===== src/rtl/icache_pkg.sv =====
// Shared types and index-splitting helpers for the direct-mapped instruction cache.
package icache_pkg;

    typedef enum logic [1:0] {
        IDLE        = 2'd0,
        FILL        = 2'd1,
        REFILL_DONE = 2'd2
    } state_e;

    localparam int unsigned SPLIT_W = 64;

    typedef struct packed {
        logic [SPLIT_W-1:0] tag;
        logic [SPLIT_W-1:0] set;
        logic [SPLIT_W-1:0] off;
    } idx_split_t;

    function automatic int unsigned off_w(input int unsigned line_words);
        return $clog2(line_words);
    endfunction

    function automatic int unsigned set_w(input int unsigned lines);
        return $clog2(lines);
    endfunction

    function automatic int unsigned tag_w(input int unsigned idx_w, input int unsigned line_words,
                                          input int unsigned lines);
        return idx_w - off_w(line_words) - set_w(lines);
    endfunction

    // Fields come back zero-extended; callers truncate to their own widths.
    function automatic idx_split_t split_index(input logic [SPLIT_W-1:0] idx,
                                               input int unsigned ow, input int unsigned sw);
        idx_split_t         s;
        logic [SPLIT_W-1:0] off_mask;
        logic [SPLIT_W-1:0] set_mask;
        off_mask = (SPLIT_W'(1) << ow) - SPLIT_W'(1);
        set_mask = (SPLIT_W'(1) << sw) - SPLIT_W'(1);
        s.off    = idx & off_mask;
        s.set    = (idx >> ow) & set_mask;
        s.tag    = idx >> (ow + sw);
        return s;
    endfunction

endpackage


===== src/rtl/icache_ram.sv =====
// Single-port data array: one synchronous write or one read per cycle.
module icache_ram #(
    parameter int unsigned DATA_W = 16,
    parameter int unsigned ADDR_W = 6
) (
    input  logic              clk,
    input  logic              we_i,
    input  logic [ADDR_W-1:0] addr_i,
    input  logic [DATA_W-1:0] wdata_i,
    output logic [DATA_W-1:0] rdata_c_o
);

    localparam int unsigned DEPTH = 1 << ADDR_W;

    logic [DATA_W-1:0] mem_q [DEPTH];

    always_ff @(posedge clk) begin
        if (we_i) begin
            mem_q[addr_i] <= wdata_i;
        end
    end

    assign rdata_c_o = mem_q[addr_i];

endmodule


===== src/rtl/icache_dm.sv =====
// Direct-mapped instruction cache: 1-cycle hits, line refill over a req/ack bus on miss.
module icache_dm
    import icache_pkg::*;
#(
    parameter int unsigned IDX_W      = 32,
    parameter int unsigned DATA_W     = 16,
    parameter int unsigned LINE_WORDS = 4,
    parameter int unsigned LINES      = 16
) (
    input  logic              clk,
    input  logic              reset,
    input  logic              not_enable,
    input  logic [IDX_W-1:0]  index,
    input  logic              flush,
    output logic [DATA_W-1:0] data,
    output logic              data_valid,
    output logic              stall,
    output logic              mem_req,
    output logic [IDX_W-1:0]  mem_addr,
    input  logic              mem_ack,
    input  logic [DATA_W-1:0] mem_data
);

    localparam int unsigned OFF_W  = off_w(LINE_WORDS);
    localparam int unsigned SET_W  = set_w(LINES);
    localparam int unsigned TAG_W  = tag_w(IDX_W, LINE_WORDS, LINES);
    localparam int unsigned RAM_AW = SET_W + OFF_W;
    localparam logic [OFF_W-1:0] LAST_BEAT = OFF_W'(LINE_WORDS - 1);

    idx_split_t         req_split;
    logic               unused_split;
    logic [TAG_W-1:0]   req_tag;
    logic [SET_W-1:0]   req_set;
    logic [OFF_W-1:0]   req_off;

    state_e                        state_q, state_d;
    logic [LINES-1:0]              valid_q, valid_d;
    logic [LINES-1:0][TAG_W-1:0]   tag_q, tag_d;
    logic [DATA_W-1:0]             data_q, data_d;
    logic                          data_valid_q, data_valid_d;
    logic                          stall_q, stall_d;
    logic                          mem_req_q, mem_req_d;
    logic [IDX_W-1:0]              mem_addr_q, mem_addr_d;
    logic [OFF_W-1:0]              beat_q, beat_d;
    logic                          flush_pend_q, flush_pend_d;
    logic [SET_W-1:0]              miss_set_q, miss_set_d;
    logic [TAG_W-1:0]              miss_tag_q, miss_tag_d;

    logic                          hit;
    logic                          ram_we;
    logic [RAM_AW-1:0]             ram_addr;
    logic [DATA_W-1:0]             ram_rdata;

    assign req_split    = split_index(SPLIT_W'(index), OFF_W, SET_W);
    assign req_tag      = TAG_W'(req_split.tag);
    assign req_set      = SET_W'(req_split.set);
    assign req_off      = OFF_W'(req_split.off);
    assign unused_split = ^req_split;

    assign hit = valid_q[req_set] && (tag_q[req_set] == req_tag);

    // The single RAM port belongs to the refill while filling, otherwise to lookup.
    assign ram_we   = (state_q == FILL) && mem_ack;
    assign ram_addr = (state_q == FILL) ? {miss_set_q, beat_q} : {req_set, req_off};

    icache_ram #(
        .DATA_W (DATA_W),
        .ADDR_W (RAM_AW)
    ) u_ram (
        .clk       (clk),
        .we_i      (ram_we),
        .addr_i    (ram_addr),
        .wdata_i   (mem_data),
        .rdata_c_o (ram_rdata)
    );

    always_ff @(posedge clk) begin
        if (reset) begin
            state_q      <= IDLE;
            valid_q      <= '0;
            tag_q        <= '0;
            data_q       <= '0;
            data_valid_q <= 1'b0;
            stall_q      <= 1'b0;
            mem_req_q    <= 1'b0;
            mem_addr_q   <= '0;
            beat_q       <= '0;
            flush_pend_q <= 1'b0;
            miss_set_q   <= '0;
            miss_tag_q   <= '0;
        end else begin
            state_q      <= state_d;
            valid_q      <= valid_d;
            tag_q        <= tag_d;
            data_q       <= data_d;
            data_valid_q <= data_valid_d;
            stall_q      <= stall_d;
            mem_req_q    <= mem_req_d;
            mem_addr_q   <= mem_addr_d;
            beat_q       <= beat_d;
            flush_pend_q <= flush_pend_d;
            miss_set_q   <= miss_set_d;
            miss_tag_q   <= miss_tag_d;
        end
    end

    always_comb begin
        state_d      = state_q;
        valid_d      = valid_q;
        tag_d        = tag_q;
        data_d       = '0;
        data_valid_d = 1'b0;
        stall_d      = stall_q;
        mem_req_d    = mem_req_q;
        mem_addr_d   = mem_addr_q;
        beat_d       = beat_q;
        flush_pend_d = flush_pend_q;
        miss_set_d   = miss_set_q;
        miss_tag_d   = miss_tag_q;

        case (state_q)
            IDLE: begin
                if (flush) begin
                    valid_d = '0;
                end else if (!not_enable) begin
                    if (hit) begin
                        data_d       = ram_rdata;
                        data_valid_d = 1'b1;
                    end else begin
                        state_d             = FILL;
                        stall_d             = 1'b1;
                        mem_req_d           = 1'b1;
                        mem_addr_d          = {req_tag, req_set, OFF_W'(0)};
                        beat_d              = '0;
                        miss_set_d          = req_set;
                        miss_tag_d          = req_tag;
                        valid_d[req_set]    = 1'b0;
                    end
                end
            end
            FILL: begin
                flush_pend_d = flush_pend_q | flush;
                if (mem_ack) begin
                    if (beat_q == LAST_BEAT) begin
                        // A flush seen at any point of the fill leaves the line invalid.
                        tag_d[miss_set_q]   = miss_tag_q;
                        valid_d[miss_set_q] = !(flush_pend_q || flush);
                        state_d             = REFILL_DONE;
                        stall_d             = 1'b0;
                        mem_req_d           = 1'b0;
                        beat_d              = '0;
                    end else begin
                        beat_d     = beat_q + OFF_W'(1);
                        mem_addr_d = {miss_tag_q, miss_set_q, beat_q + OFF_W'(1)};
                    end
                end
            end
            REFILL_DONE: begin
                state_d      = IDLE;
                flush_pend_d = 1'b0;
                if (flush_pend_q || flush) begin
                    valid_d = '0;
                end
            end
            default: begin
                state_d = IDLE;
            end
        endcase
    end

    assign data       = data_q;
    assign data_valid = data_valid_q;
    assign stall      = stall_q;
    assign mem_req    = mem_req_q;
    assign mem_addr   = mem_addr_q;

endmodule

===== config.mk =====
export PLATFORM = sky130hd
export DESIGN_NAME = icache_dm
export DESIGN_NICKNAME = d
export VERILOG_FILES = /design/src/rtl/icache_pkg.sv /design/src/rtl/icache_ram.sv /design/src/rtl/icache_dm.sv
export SDC_FILE = /design/constraint.sdc
export NUM_CORES = 2
export LEC_CHECK = 0
export ABC_CLOCK_PERIOD_IN_PS = 6200
export BUFFER_PORTS_ARGS = -buffer_cell sky130_fd_sc_hd__buf_4
export CAP_MARGIN = 20
export CORE_MARGIN = 4
export CORE_UTILIZATION = 40
export DETAILED_ROUTE_END_ITERATION = 10
export SYNTH_ARGS = -nofsm -noshare
export SYNTH_HDL_FRONTEND = slang
export SYNTH_HIERARCHICAL = 1
export SYNTH_SLANG_ARGS = --single-unit

===== constraint.sdc =====
create_clock -name clk -period 6.2 [get_ports clk]
set_input_delay 1.24 -clock clk [delete_from_list [all_inputs] [get_ports clk]]
set_output_delay 1.24 -clock clk [all_outputs]
set_load 0.02 [all_outputs]

# ---- After elaboration in Yosys (flattened, before gate mapping)
# Memories as Yosys holds them, arrays and structs flattened. A register that Yosys moved wholly into a read port is not among the register bits.
# Index checks and enable logic that the tools add are counted.
dict set report totals {
  ff_bits 501
  latchBits 0
  ramBits 1024
  romBits 0
  in_bits 53
  word_cells 118
  n_memories 1
}
dict set report classes {
  n_addsub 1
  mul 0
  n_div 0
  magnitude_cmp 4
  eq_ne 13
  shifts 0
  n_mux 48
  bitwise 7
  reduce_logical 19
}
# name words width read_ports rd_ports_with_merged_regs wr line_no
set memory_table {}
lappend memory_table {u_ram.mem_q 64 16 1 1 1 icache_ram.sv:15} ;# logic [DATA_W-1:0] mem_q [DEPTH];
# op count
set ops {}
lappend ops {{bitwise mux 416 bit} 1}
lappend ops {{2-to-1 mux 32 bit} 5}
lappend ops {{binary-select mux 26 bit (select 4 bit)} 1}
lappend ops {{demux 26 bit (select 4 bit)} 1}
lappend ops {{2-to-1 mux 16 bit} 6}
lappend ops {{case mux 32 bit (2 select lines)} 1}
lappend ops {{2-to-1 mux 26 bit} 2}
lappend ops {{case mux 16 bit (3 select lines)} 1}
lappend ops {{equality test 26 bit} 1}
lappend ops {{2-to-1 mux 2 bit} 10}
lappend ops {{AND reduction 6 bit} 3}
lappend ops {{AND 16 bit} 1}
lappend ops {{bitwise mux 16 bit} 1}
lappend ops {{NOT 16 bit} 1}
lappend ops {{!= test 2 bit, second input constant} 6}
lappend ops {{2-to-1 mux 1 bit} 11}
lappend ops {{< comparator 4 x 5 -> 1 bit, second input constant} 2}
lappend ops {{AND reduction 5 bit} 2}
lappend ops {{demux 1 bit (select 4 bit)} 2}
lappend ops {{greater-or-equal comparator 4 x 1 -> 1 bit, second input constant} 2}
lappend ops {{case mux 2 bit (2 select lines)} 2}
lappend ops {{2-to-1 mux 6 bit} 1}
lappend ops {{!= test 3 bit, second input constant} 2}
lappend ops {{OR reduction 5 bit} 1}
lappend ops {{other kinds (17)} 26}

# ---- Depth between registers and ports, before layout
dict set report logic_depth {
  word_depth 10
  mapped_depth 19
}

# ---- By module
# The synthesis kept the hierarchy.
# mod instances cells_per_inst area_per_inst_um2 seq_area_each_um2
set by_module_without_submodules {}
lappend by_module_without_submodules {icache_ram 1 2233 39198.8 30749.5}
lappend by_module_without_submodules {icache_dm 1 2748 23173.5 10349.9}

# ---- Worst setup path after synthesis
# OpenSTA, ideal clock, no wires.
dict set report synth_timing {
  kind {input to register}
  from {input index[2]}
  to {memory u_ram.mem_q[12][0], enable pin}
  setup_ns 0.389
  arrival_ns 4.801
  setup_slack_ns 1.011
  stages 15
  n_path_buf 12
  cell_sequence {buf_2 > buf_2 > buf_2 > buf_4 > buf_4 > buf_4 > mux2_2 > buf_6 > buf_4 > buf_4 > buf_4 > buf_2 > clkbuf_1 > nand3_1 > nor2_1}
}
dict set report synth_between {
  elab_chain_cells 1
}
# element line_no
set synth_rtl {}
lappend synth_rtl {{start, declared} icache_dm.sv:13} ;# input logic [IDX_W-1:0] index,
lappend synth_rtl {{2-to-1 mux 6 bit} icache_dm.sv:64} ;# assign ram_addr = (state_q == FILL) ? {miss_set_q, beat_q} : {req_set, req_off};
lappend synth_rtl {{end, declared} icache_ram.sv:15}
# No other way between the ends.

# ---- Final worst setup path
dict set report layout_timing {
  from {register state_q[1]}
  to {register data_q[1] (netlist: data[1])}
}
dict set report layout_between {
  elab_cells_between_ends 5
  cone_classes {eq/ne: 1; mux: 1; bitwise: 1; reduce/logical: 2}
}
# element line_no
set layout_lines {}
lappend layout_lines {{start, declared} icache_dm.sv:36} ;# state_e state_q, state_d;
lappend layout_lines {{start signal, assigned} icache_dm.sv:92} ;# state_q <= state_d;
lappend layout_lines {{equality test 2 x 1 -> 1 bit} icache_dm.sv:64}
lappend layout_lines {{2-to-1 mux 6 bit} icache_dm.sv:64}
lappend layout_lines {{net ram_addr[1]} icache_dm.sv:51} ;# logic [RAM_AW-1:0] ram_addr;
lappend layout_lines {{end signal, assigned} icache_dm.sv:95} ;# data_q <= data_d;
lappend layout_lines {{end, declared} icache_dm.sv:39} ;# logic [DATA_W-1:0] data_q, data_d;
# The timed path passes the listed nets, and every way through them passes these cells.
# A chain may end at the register's enable or synchronous reset.

==> metrics list <==
- The run finished with clean final reports.
- For this run, the detailed router's first-pass iteration total came to 7.
* # nets final: 5066
* Num Clock Sinks: 1541
- Clock Path Buffers: 3
* Total of flip-flops plus latches after synthesis: 1541
- Antenna violations before repair: 10
* Global routing usage summed across all routing layers: 0.237
* Wire length of the first global-routing pass: 286000 um
- After synthesis the cells add up to 62400 um^2.
- Synthesized Nets: 5039
* Worst Setup Path Type: reg2reg
- Counting flops with a built-in enable in the synthesized netlist gives 1024.
- The Yosys step of the flow raised 6 warnings.
- CTS Buf Count: 161
- Max Freq: 214 MHz
- Of the total power, combinational logic draws 0.117.
* Slew Viols, Final: 0
* Buffer type at the clock tree root: clkbuf_16
- Post-CTS setup-driven buffer insertion count: 0
- Wire per inst: 27.5 um
- Initial core utilization: 0.403
- Summing all non-filler instances in the final layout gives an area of 70800 um^2.
- Fill cells: 13.8k
* Number of rows in the core area: 144
- Adding up every negative setup slack in the final design gives 0 ps.
- The die is 403 um wide.
- Most used flip-flop cell after synthesis: edfxtp_1
* Setup-failing EPs final: 0
- Of all flip-flops after synthesis, the portion carrying an async set or reset was 0.
- Pwr per Cell Area: 329 nW/um^2
* Via density: 5.98
- PortBufs: 103
* Required time at the endpoint of the critical path: 6880 ps
- Hold Fails Final Rpt: 0
- Of the cells placed in the final design, the portion with a size suffix greater than 1 is 0.148.
- CTS tree: built
- FF-to-FF End: data[1]
- The analysis attributes to cell leakage a power of 0.0230 uW.
* Power share of the sequential group: 0.478
- Antenna Violating Nets Remaining: 0
- At the end of the flow the core is filled with cells to 0.458.
- Net switching power figure: 6020 uW
- For hold timing, the worst endpoint is tag_q[342].
* Worst Max-Slew Pin Slew: 1130 ps
- The worst setup path is launched from a flop.
- Dividing the synthesized area by the synthesized cell count gives 12.5 um^2.
- The worst hold path belongs to the class reg2reg.
- Worst clock skew: 45.9 ps
* Last weighted congestion value of the routability-driven placer: 0.878
* Number of distinct standard cells referenced by the synthesized netlist: 82
- Depth of the worst hold-timing path: 2
- The share of synthesized area in the top cell type comes to 0.493.
* Critical register-to-register path startpoint: state_q[1]
- Max transition margin: 0.250
* DRT Wirelength: 198000 um
- Once detailed placement completed, the half-perimeter wirelength came to 117000 um.
- Cell-internal power: 17300 uW
* Core area: 155000 um^2
- The synthesized design spends more area on one cell type than any other, namely edfxtp_1.
- Entering global routing, the biggest net connects 197 pins.
* Share of total power in the clock network: 0.405
- Clock-pin slew was measured on the worst setup and hold paths at 60 ps.
- Peak VDD IR: 0.000320 V
- Sequential share of the synthesized area: 0.659
* Post-route DRC violation count: 0
- Skew-Pair Late Insertion Delay: 790 ps
- Storage element area: 41100 um^2
- Die Footprint: 162000 um^2
* Minimum clock period: 4680 ps
* Area growth from synthesis to layout: 13.5%
- Summing all multi-input logic gate instances after layout gives 19500 um^2.
- Of the total power, the share spent switching nets is 0.259.
- Vias in the first global route: 40.6k
* Cell area reported after detailed placement: 65600 um^2
* Reg2Reg Depth: 11
- Of the available clock period, the critical path in the final layout requires 0.755.
- Synthesized netlist cell count: 4981
* Total overflow reported by the global router: 0
- In this run the most critical hold path is launched from tag_q[342].
- The floorplan step set the die height to 403 um.
- Max_cap viols: 0
- Type of destination of the critical path: flop
- Max FO, Critical Path: 70
- Routed via count: 43.0k
- The clock tree synthesis step divided the H-tree into 4 levels.
* Leading post-synthesis cells by cell area: edfxtp_1 49%, dfxtp_1 17%, nand2_1 5.7%
- 104 I/O pins were placed.
* Arrival @ worst endpoint: 5360 ps
* Number of violations reported at the end of detailed-routing iteration 0: 5778
- Worst hold slack: 452 ps
* Post-CTS Hold Fix Bufs: 0
- The setup check on the worst reg-to-reg path leaves a slack of 1520 ps.
- Count of cells resized by post-cts repair: 0
* RSZ-0062 raised after global routing: no
==> worst max-delay path, cell delays in order, from the launching register on <==
cell and delay (ps):
dfxtp_1 340, inv_1 90, ha_2 540, mux2_8 750
buf_4 560, mux2_2 400, a221oi_1 240, a21oi_1 70
a21oi_1 390, o22ai_1 340, or4_1 580, and2_1 140
==> cells by family after synthesis <==
logic type	count (synthesis)	synth area share
AND/OR/NAND/NOR	1352	0.0886
multiplexers	374	0.0851
flip-flops	1541	0.659
XOR/XNOR	30	0.00421
adder cells (fa/ha/maj)	5	0.00100
AO/OA/AOI/OAI	1244	0.131
buffers and inverters	435	0.0310
==> power groups by stage <==
stage / Sequential [uW] / Clock (uW) / Combinational [uW]
floorplan: 11300 / 0 / 1560
global placement: 11300 / 0 / 2670
detailed placement: 11300 / 0 / 2690
CTS: 11100 / 9570 / 2700
global route: 11100 / 10000 / 2860
finish: 11100 / 9420 / 2730
==> per-stage QoR <==
step	instances	total power, uW	setup WS [ps]
finish	7188	23300	1520
global route	7182	24000	1260
CTS	7181	23400	1530
detailed placement	6889	14000	766
global placement	6888	14000	806
floorplan	4981	12900	1010
==> cell usage after synthesis (all sizes together), types with 59 or more instances <==
master,number
edfxtp,1024
buf,134
a22oi,153
o22ai,80
nand2,952
nor2,213
mux2i,196
mux2,59
a21oi,540
dfxtp,517
clkbuf,288
a221oi,135
o21ai,94
mux4,119
==> flip-flops by register name, indices dropped and copies added (netlist names), 4 cells and up <==
| register | cells |
|---|---|
| miss_tag_q | 26 |
| mem_addr | 32 |
| valid_q | 16 |
| miss_set_q | 4 |
| tag_q | 416 |
| u_ram/mem_q | 1024 |
| data | 16 |
==> how the worst max path moves through the flow <==
stage	cells past startpoint	slack, ps	start	end
floorplan	15	1010	index[2]	u_ram/mem_q[12][0]
global placement	11	810	index[4]	mem_addr[6]
detailed placement	11	770	index[4]	mem_addr[8]
CTS	11	1530	state_q[1]	data[3]
global route	11	1260	state_q[1]	data[1]
finish	11	1520	state_q[1]	data[1]
==> layer usage <==
layer	GRT usage	part of all wire
met4	0.0724	0.030
met3	0.0478	0.093
met5	0	0.00018
met1	0.331	0.41
met2	0.374	0.46
==> layout by cell type (no fill, tap or decap), drive strengths merged, types with 19 or more instances in the layout <==
cell type,netlist,final
mux2,59,59
edfxtp,1024,1024
a22oi,153,153
nor2,213,213
mux2i,196,196
and2,23,23
o21ai,94,94
mux4,119,119
nand3,24,24
dfxtp,517,517
a221oi,135,135
nand2,952,952
nor3,41,41
clkinv,1,51
o211a,26,26
o22ai,80,80
a221o,25,25
a22o,49,49
clkbuf,288,230
a21oi,540,540
o221ai,19,19
o211ai,42,42
buf,134,286
==> cell type report <==
| class | count | area share |
|---|---|---|
| flip-flops and latches | 1541 | 0.581 |
| multi-input cells | 3005 | 0.276 |
| diodes | 7 | 0.000247 |
| repair buffers | 286 | 0.0334 |
| clock inverters | 62 | 0.00847 |
| inverters | 13 | 0.000689 |
| clock buffers | 230 | 0.0646 |
| well taps | 2044 | 0.0361 |
No activity file was read; power rests on OpenSTA's default activity.
